<file path="src/rtl/rf_multiport.sv">
// rf_multiport: parametrised multi-read-port register file.
// Writes are byte-strobed. A same-cycle write can optionally be forwarded to
// the read ports, and entry 0 can optionally be hard-wired to zero. After reset,
// or when clear_req is pulsed, a sequencer scrubs the array one entry per cycle.
// Read data is forced to zero while that sweep runs.
module rf_multiport #(
  parameter  int WIDTH    = 32,
  parameter  int DEPTH    = 32,
  parameter  int NUM_READ = 2,
  parameter  int BYPASS   = 1,
  parameter  int ZERO_REG = 1,
  localparam int AW       = $clog2(DEPTH),
  localparam int NB       = WIDTH / 8
) (
  input  logic                      clk,
  input  logic                      rst,
  input  logic                      clear_req,
  output logic                      busy,
  input  logic                      write_enable,
  input  logic [AW-1:0]             write_reg,
  input  logic [WIDTH-1:0]          write_data,
  input  logic [NB-1:0]             write_strobe,
  input  logic [NUM_READ*AW-1:0]    rd_addr,
  output logic [NUM_READ*WIDTH-1:0] rd_data
);

  typedef enum logic {
    ST_CLEAR = 1'b0,
    ST_IDLE  = 1'b1
  } state_t;

  state_t          state;
  state_t          next_state;
  logic [AW-1:0]   idx;
  logic [AW-1:0]   next_idx;
  logic            wr_en;
  logic [WIDTH-1:0] mem [DEPTH];

  // State register: reset always restarts the sweep from entry 0.
  // NOTE: sequential state uses non-blocking assignments only, so every flop samples pre-edge values.
  always_ff @(posedge clk) begin
    if (rst) begin
      state <= ST_CLEAR;
      idx   <= '0;
    end else begin
      state <= next_state;
      idx   <= next_idx;
    end
  end

  // Next-state logic: advance the sweep, or start one on clear_req while idle.
  // NOTE: every combinational output gets a default first, so no path can infer a latch.
  always_comb begin
    next_state = state;
    next_idx   = idx;
    unique case (state)
      ST_CLEAR: begin
        next_idx = idx + AW'(1);
        if (idx == AW'(DEPTH - 1)) begin
          next_state = ST_IDLE;
          next_idx   = '0;
        end
      end
      ST_IDLE: begin
        if (clear_req) begin
          next_state = ST_CLEAR;
          next_idx   = '0;
        end
      end
      default: begin
        next_state = ST_CLEAR;
        next_idx   = '0;
      end
    endcase
  end

  // Output logic: the busy flag, and the qualified write enable. Writes are
  // dropped while sweeping, during reset, and to entry 0 when it is hard-wired.
  always_comb begin
    busy  = (state == ST_CLEAR);
    wr_en = write_enable && !busy && !rst &&
            !((ZERO_REG != 0) && (write_reg == '0));
  end

  // Array update: the sweep zeroes entry idx; otherwise apply the strobed bytes.
  // NOTE: the array has no reset branch; the clear sweep scrubs it, so it maps onto plain RAM/flops without reset.
  always_ff @(posedge clk) begin
    if (busy) begin
      mem[idx] <= '0;
    end else if (wr_en) begin
      for (int b = 0; b < NB; b++) begin
        if (write_strobe[b]) mem[write_reg][8*b +: 8] <= write_data[8*b +: 8];
      end
    end
  end

  // Read ports: zero while busy or for hard-wired entry 0. When bypass is
  // enabled, strobed bytes of a same-cycle write are merged into the data.
  always_comb begin
    logic [WIDTH-1:0] word;
    logic [AW-1:0]    addr;
    rd_data = '0;
    word    = '0;
    addr    = '0;
    for (int p = 0; p < NUM_READ; p++) begin
      addr = rd_addr[p*AW +: AW];
      word = mem[addr];
      if ((BYPASS != 0) && write_enable && (addr == write_reg)) begin
        for (int b = 0; b < NB; b++) begin
          if (write_strobe[b]) word[8*b +: 8] = write_data[8*b +: 8];
        end
      end
      if (busy || ((ZERO_REG != 0) && (addr == '0))) word = '0;
      rd_data[p*WIDTH +: WIDTH] = word;
    end
  end

endmodule

</file>
<file path="config.mk">
export PLATFORM = sky130hd
export DESIGN_NAME = rf_multiport
export DESIGN_NICKNAME = d
export VERILOG_FILES = /design/src/rtl/rf_multiport.sv
export SDC_FILE = /design/constraint.sdc
export NUM_CORES = 1
export LEC_CHECK = 0
export CAP_MARGIN = 0
export CORE_MARGIN = 3
export CORE_UTILIZATION = 56
export DETAILED_ROUTE_END_ITERATION = 12
export GPL_ROUTABILITY_DRIVEN = 0
export PLACE_DENSITY_LB_ADDON = 0.1
export SKIP_LAST_GASP = 1
export SYNTH_ARGS = -nofsm -noshare
export SYNTH_HDL_FRONTEND = slang
export SYNTH_SLANG_ARGS = --single-unit
</file>
<file path="constraint.sdc">
create_clock -name clk -period 3.3 [get_ports clk]
set_clock_uncertainty 0.05 [all_clocks]
set_input_delay 0.495 -clock clk [delete_from_list [all_inputs] [get_ports clk]]
set_output_delay 0.495 -clock clk [all_outputs]
set_load 0.01 [all_outputs]
</file>
== Word level (Yosys, flattened, before mapping) ==
Memory sizes are Yosys's and may differ from the RTL's.
Cells that the tools add are included.
W data, S select, Z words.
Word-level totals
  register bits after elaboration: 6
  memory bits (writable): 1024
  output and inout bits: 65
  logic and storage cells: 60
  memories kept: 1
Cells by class
  $add $sub $neg: 1
  eq/ne operators: 4
  multiplexer cells: 38
  bitwise gates (word level): 1
  reductions and logical operators: 13
Memory list
  mem: depth 32, bits a word 32, read ports 2, clocked after memory_dff 0, write ports 1, RTL line 37  | logic [WIDTH-1:0] mem [DEPTH];
Operator list (count)
  $mux W32: 5
  $mux W8: 8
  $reduce_or A32 Y1: 1
  $mux W1: 19
  $logic_not A5 Y1: 3
  $mux W5: 3
  $eq A5 B5 Y1: 2
  $pmux W5 S2: 1
  $add A5 B1 Y5 const B: 1
  $eq A5 B5 Y1 const B: 1
  $logic_and A1 B1 Y1: 5
  $mux W4: 1
  $logic_not A1 Y1: 2
  $logic_or A1 B1 Y1: 2
  $ne A2 B2 Y1 const B: 1
  $pmux W1 S2: 1
  $not A1 Y1: 1

== Longest topological paths before layout ==
Gate-level depths: netlist of run 1.
  word-level depth: 8
  gate-level depth with buffers: 9
  gate-level depth less buffers: 6

== Worst setup path before layout of run 1 ==
OpenSTA, ideal clock, no wires.
  path kind: input port to flip-flop
  start point: input write_reg[2]
  end point: memory mem[8][0], enable pin
  data arrival time: 2665 ps
  required time: 2867 ps
  path slack: 202 ps
  stages: 7
  buffers on the path: 2
  cells stage by stage: buf_2 nor3_2 a2111oi_4 buf_6 mux2i_1 nand2_1 nor3_1
Between the ends
  longest elaborated chain between the ends: 8
  elaborated cells on any way between the ends: 18
  classes of those cells: mux (14); reduce/logical (4)
RTL lines
  start: declaration: RTL line 20  | input logic [AW-1:0] write_reg,
  $logic_not A5 Y1: RTL line 82  | !((ZERO_REG != 0) && (write_reg == '0));
  $logic_not A1 Y1: RTL line 82
  $logic_and A1 B1 Y1: RTL line 81  | wr_en = write_enable && !busy && !rst &&
  $mux W1: RTL line 90  | end else if (wr_en) begin
  $mux W1: RTL line 88  | if (busy) begin
  $mux W1 (not written as such): RTL line 92  | if (write_strobe[b]) mem[write_reg][8*b +: 8] <= write_data[8*b +: 8];
  $reduce_or A32 Y1 (no source line)
  $mux W5 (no source line) / $mux W4 (equally long branches)
  end: declaration: RTL line 37
Several ways; a longest one is shown, not always the timed one.

== Final worst setup path of run 1 ==
  start point: input rd_addr[7]
  end point: output rd_data[42]
Between the ends
  longest elaborated chain between the ends: 4
  elaborated cells on any way between the ends: 8
  classes of those cells: eq/ne (1); mux (3); reduce/logical (3); memory (1)
RTL lines
  start: declaration: RTL line 23  | input logic [NUM_READ*AW-1:0] rd_addr,
  $mem_v2 Z32 W32 / $eq A5 B5 Y1 (equally long branches)
  $mux W8 / $logic_and A1 B1 Y1 (equally long branches): RTL line 110, 108
  $mux W32: RTL line 108  | if ((BYPASS != 0) && write_enable && (addr == write_reg)) begin
  $mux W32 *: RTL line 113  | if (busy || ((ZERO_REG != 0) && (addr == '0))) word = '0;
  end: declaration: RTL line 24  | output logic [NUM_READ*WIDTH-1:0] rd_data
Mark *: on every way between the ends. The rest lies on a longest branch, timed or not.

==> results of run 1 <==
[placed cells by master (no fill, tap or decap), types with 54 or more instances in the layout]
master and instances:
edfxtp_1 1024, buf_4 516, mux4_2 415, mux2i_1 217, nand2_1 176, clkbuf_16 107
nor2_1 103, nand3_1 99, buf_12 95, a221oi_1 93, a22oi_1 76, o21ai_0 54
[layout make-up]
cell class / instances / area share (%)
sequential: 1030 / 50.3
multi-input combinational: 1629 / 29.7
timing repair buffer: 755 / 11.8
clock buffer: 127 / 4.54
tap: 1155 / 2.36
clock inverter: 64 / 1.18
inverter: 7 / 0.0469
antenna: 2 / 0.00816
[worst reg2reg max path, delay by kind of cell (launching register included)]
kind / cells / cell delay, ps
buffers and inverters: 4 / 910
multiplexers: 1 / 250
AND/OR/NAND/NOR: 3 / 730
flip-flops: 1 / 340
AO/OA/AOI/OAI: 1 / 370
[per-stage QoR]
step,cell area (sq um),setup TNS (ps)
floorplan,49500,0
global placement,56800,-271170
detailed placement,56800,-291880
CTS,61200,-1480
global route,61300,-650
finish,61300,-237
[per-layer routing]
layer	wire (um)	track usage [%]	vias up
li1	-	-	13500
met2	74700	54.5	2474
met1	56100	47.3	17100
met5	21	0	-
met3	19900	8.66	479
met4	7730	14.5	4
[power groups by stage]
stage	combinational (uW)	sequential, uW	clock, uW
after global placement	2520	14700	0
after detailed placement	2540	14700	0
after floorplan	1390	14600	0
final	2710	14400	12200
after global routing	2820	14400	12800
after CTS	2640	14400	12300
[what timing repair did]
item | in CTS | in global routing
endpoints found under the hold margin | 0 | 0
pin swaps | 17 | 15
gates resized for setup | 218 | 77
gates cloned | 2 | 0
buffers inserted | 38 | 14
setup endpoints to repair | 64 | 43
[how the worst max path moves through the flow]
stage                        to    startpoint
floorplan             mem[8][0]  write_reg[2]
global placement    rd_data[55]  write_reg[0]
detailed placement  rd_data[51]  write_reg[0]
CTS                  rd_data[8]    mem[24][8]
finish              rd_data[42]    rd_addr[7]
global route        rd_data[42]    rd_addr[7]
[registers in the layout, indices dropped and copies added, names as in the netlist]
name and cells:
state 1, idx 5, mem 1024
[cell usage after synthesis, types with 13 or more instances]
cell,count
clkbuf_1,108
o21ai_0,60
and4_1,24
a211oi_1,20
nor3_1,41
mux4_2,415
nand2_1,176
edfxtp_1,1024
a32o_1,24
a221oi_1,96
nor2_1,106
mux2i_1,220
a211o_1,33
and2_1,39
nand2b_1,13
a22oi_1,88
buf_1,24
a21oi_1,48
buf_4,29
buf_2,67
a21boi_0,31
nand3_1,102
[cells by family (layout without fill, tap and decap cells)]
family                   after synthesis  after routing  synth area share (%)
flip-flops                          1030           1030                  62.3
AO/OA/AOI/OAI                        437            437                  6.60
AND/OR/NAND/NOR                      536            536                  5.12
adder cells (fa/ha/maj)                2              2                0.0505
XOR/XNOR                              10             10                 0.177
multiplexers                         644            644                  23.5
other                                  0              2                     0
buffers and inverters                237            953                  2.21
==> impl_metrics.tcl, run 1 <==
set metrics [dict create \
    ios 120 \
    start_kind "primary input" \
    grt_setup_unrepaired "true" \
    synth_area_sq_um 49500 \
    die-area_sq_um 92100 \
    syn_nets 2953 \
    cap_violations 0 \
    criticalPathCategory "in -> out" \
    maxSlewViolCount 0 \
    r2r_slack_ps 360 \
    antenna_left 0 \
    crit_required_ps 2750 \
    path_buf_inv 5 \
    synthCells 2896 \
    vias 33500 \
    io_buffers 119 \
    hp-start "clear_req" \
    crit_family "buffers and inverters" \
    layout-drive-gt1-share_pct 37.3 \
    power_density_nw_per_um2 477 \
    final-setup-viol-count 3 \
    netSwitchingPower_uw 6470 \
    ys_seq_area_share_pct 62.3 \
    path_depth 10 \
    min_period_ps 3430 \
    cp_cell_sequence "buf_2 > buf_4 > xnor2_1 > and3_4 > buf_4 > a31oi_1 > buf_4 > a21boi_4 > a211o_1 > clkdlybuf4s50_1" \
    comb_power_share_pct 9.3 \
    critPathArrivalTime_ps 2880 \
    grt_start_max_net_pins 49 \
    critPathSlowestCell "clkdlybuf4s50_1" \
    tightest_slew_ps 1240 \
    fp-row-count 108 \
    maxSlewHeadroom_pct 17.1 \
    fin_nets 3584 \
    hpwl_mm 109 \
    crit_top_cell "buf_4" \
    grt_pass1_wl_mm 231 \
    cts_htree_levels 3 \
    post-place-cells 4522 \
    routed_via_density 7.02 \
    p_clk_share_pct 41.5 \
    syn_area_per_cell_sq_um 17.1 \
    initialDrtViolationCount 4798 \
    synthFlopType "edfxtp_1" \
    synth_edf_count 1024 \
    grt_pass1_vias 34300 \
    worst_slack_ps -126 \
    avgRoutedWirePerCell_um 33.2 \
    synth_seq_cells 1030 \
    grt_overflow 0 \
    ys_types 52 \
    die_y_um 303 \
    ir_drop_v 0.000427 \
    cts.sinks 1030 \
    hold_end "state" \
    p_seq_share_pct 49.2 \
    hold_viol_final 0 \
    synth_area_leaders "edfxtp_1, mux4_2, mux2i_1, a221oi_1, a22oi_1" \
    dieWidth_um 303 \
    worstSetupEndpointType "primary output" \
    p_leak_uw 0.0207 \
    synth_async_sr_flop_share_pct 0 \
    switching_share_pct 22.1 \
    hold_buffers 0 \
    fin_crit_sh_pct 104 \
    yosys.area.top_type "edfxtp_1" \
    syn_to_final_growth_pct 23.8 \
    power_uw 29300 \
    intPower_uw 22800 \
    cts_buffers 104 \
    crit_fanout 9 \
    worstSkewPairLatency_ps 670 \
    max_stage_delay_ps 550 \
    hp-class "in -> reg" \
    post-place-ws_ps -580 \
    yosysTopAreaCellShare_pct 62.1 \
    cts_tree "yes" \
    n_fill_cell 5555 \
    reg2regPathDepth 9 \
    cts-root-buf "clkbuf_16" \
    r2r-end "mem[21][10]" \
    dr.pass1.iters 6 \
    violations "negative setup slack" \
    reg2reg_from "state" \
    fin_util_pct 70.3 \
    status "finished with violations" \
    multiInputGateArea_sq_um 18200 \
    initial_core_util_pct 56.8 \
    core_sq_um 87300 \
    hold_path_depth 2 \
    cts_buffer_depth 3 \
    drc 0 \
    ys_warn_count 0 \
    wl_mm 158 \
    clkSlewWorstSetupHoldPaths_ps 60 \
    max_freq_mhz 292 \
    seqCellArea_sq_um 30900 \
    fin_cells 4769 \
    whs_ps 488 \
    antenna_found_initial 4 \
    track_usage_pct 34.8 \
]
Power figures use the tool's default switching activity.
==> inputs of run 2 (changes only) <==
CORE_UTILIZATION = 58   (was 56)
CTS_BUF_LIST = sky130_fd_sc_hd__clkbuf_2   (was unset)
==> run 2 against run 1 <==
  * The run still ends with negative setup slack left
  * Sequential power is essentially flat
  * Setup slack worse by 620 ps
  * Via count up 2.3%
  * Worst hold slack lost 200 ps
  * Core utilization rose by 1.8 points
  * Flip-flop and latch count unchanged
  * Largest power group unchanged
==> impl_metrics.tcl, run 2 (synthesis gave the netlist of run 1 again) <==
set metrics [dict create \
    cts_htree_levels 5 \
    reg2regPathDepth 9 \
    hpwl_mm 108 \
    hold_end "mem[15][6]" \
    hold_path_depth 6 \
    track_usage_pct 35.6 \
    hold_viol_final 0 \
    n_fill_cell 5438 \
    dr.pass1.iters 6 \
    seqCellArea_sq_um 30900 \
    antenna_found_initial 6 \
    min_period_ps 4050 \
    start_kind "register" \
    dieWidth_um 298 \
    r2r_slack_ps 210 \
    crit_required_ps 2750 \
    final-setup-viol-count 64 \
    worstSkewPairLatency_ps 1490 \
    grt_overflow 0 \
    crit_fanout 2 \
    status "finished with violations" \
    r2r-end "mem[22][2]" \
    cts_tree "yes" \
    fin_crit_sh_pct 123 \
    ios 120 \
    initialDrtViolationCount 4852 \
    maxSlewHeadroom_pct 31.5 \
    cts_buffers 277 \
    vias 34300 \
    largestRegisters "mem: 1024 flops, idx: 5 flops, state: 1 flops" \
    wl_mm 157 \
    power_density_nw_per_um2 419 \
    grt_pass1_wl_mm 231 \
    top_register "mem" \
    cts.sinks 1030 \
    cap_violations 0 \
    max_freq_mhz 247 \
    hp-class "in -> reg" \
    initial_core_util_pct 58.9 \
    layout_commonest_cell "edfxtp_1" \
    maxSlewViolCount 0 \
    multiInputGateArea_sq_um 18900 \
    die-area_sq_um 89000 \
    drc 0 \
    worstSetupEndpointType "primary output" \
    fin_util_pct 72.1 \
    tightest_slew_ps 1030 \
    layout-drive-gt1-share_pct 45.6 \
    grt_setup_unrepaired "true" \
    fin_cells 5011 \
    io_buffers 119 \
    fp-row-count 106 \
    hp-start "write_strobe[0]" \
    routed_via_density 6.84 \
    criticalPathCategory "reg -> out" \
    ir_drop_v 0.000310 \
    reg2reg_from "state" \
    grt_pass1_vias 35500 \
    die_y_um 298 \
    avgRoutedWirePerCell_um 31.4 \
    violations "negative setup slack" \
    cts-root-buf "clkbuf_2" \
    core_sq_um 84100 \
    post-place-cells 4519 \
    largest_register_ffs 1024 \
    grt_start_max_net_pins 51 \
    mostFrequentLayoutCells "edfxtp_1, buf_4, mux4_2" \
    whs_ps 287 \
    antenna_left 0 \
    syn_to_final_growth_pct 22.3 \
    p_leak_uw 0.0209 \
    fin_nets 3770 \
    cts_buffer_depth 4 \
    critPathArrivalTime_ps 3500 \
    worst_slack_ps -745 \
    clkSlewWorstSetupHoldPaths_ps 110 \
]
[run 2: cell count changes in the layout (fill, tap and decap cells not counted), moves of 23 or more]
cell	before	now
a22oi_1	76	31
clkbuf_2	22	369
nand3_1	99	63
buf_2	6	43
dlygate4sd3_1	0	35
clkinv_1	19	55
clkbuf_16	107	0
dlygate4sd2_1	39	2
nand2_1	176	143
a22oi_2	12	57
nand3_2	3	34
a221oi_1	93	70
nand2_2	1	33
[run 2: worst max path at each step]
stage	startpoint	endpoint	slack, ps	depth (start not counted)
floorplan	write_reg[2]	mem[8][0]	200	7
global placement	write_reg[3]	rd_data[42]	-540	9
detailed placement	write_reg[3]	rd_data[42]	-520	9
CTS	mem[29][10]	rd_data[42]	-880	6
global route	mem[8][15]	rd_data[15]	-890	5
finish	mem[8][23]	rd_data[23]	-750	5
[run 2: layer usage]
metal  vias to the layer above  track usage (%)  routed length (um)
met5                         -                0                  14
met4                         2             14.9                6590
met3                       415             10.7               21500
met2                      2511             54.6               73600
met1                     17400             48.2               55500
li1                      14000                -                   -
[run 2: timing repair]
item	4_1_cts	5_1_grt
cloned	1	0
buffers inserted	20	4
endpoints found under the setup margin	65	64
endpoints found under the hold margin	1030	0
hold buffers	35	0
resized for setup	504	103
pin swaps	167	66
[run 2: final cells by class]
cell class / count / share of cell area (%)
Tap cell: 1134 / 2.34
Antenna cell: 7 / 0.0289
Inverter: 7 / 0.0495
Clock buffer: 368 / 3.04
Multi-Input combinational cell: 1629 / 31.2
Clock inverter: 68 / 0.477
Sequential cell: 1030 / 50.9
Timing Repair Buffer: 768 / 11.9
[run 2: report_power, final]
part,switching (uW),internal (uW)
combinational,1530,1300
sequential,63.7,14300
clock,5120,3060
total,6710,18700
[run 2: critical path: stages (launching register included)]
cell and delay (ps):
edfxtp_1 420, mux4_2 460, mux4_2 480, or2_0 220
a32o_2 270, buf_6 130
[run 2: stage by stage]
| step | setup slack, ps | power, uW | TNS [ps] | area [sq um] |
|---|---|---|---|---|
| after detailed placement | -523 | 17200 | -284790 | 56900 |
| after global placement | -539 | 17200 | -217510 | 56900 |
| after floorplan | 202 | 16000 | 0 | 49500 |
| final | -745 | 25400 | -30110 | 60600 |
| after global routing | -892 | 26400 | -40570 | 60600 |
| after CTS | -876 | 25400 | -39590 | 60200 |
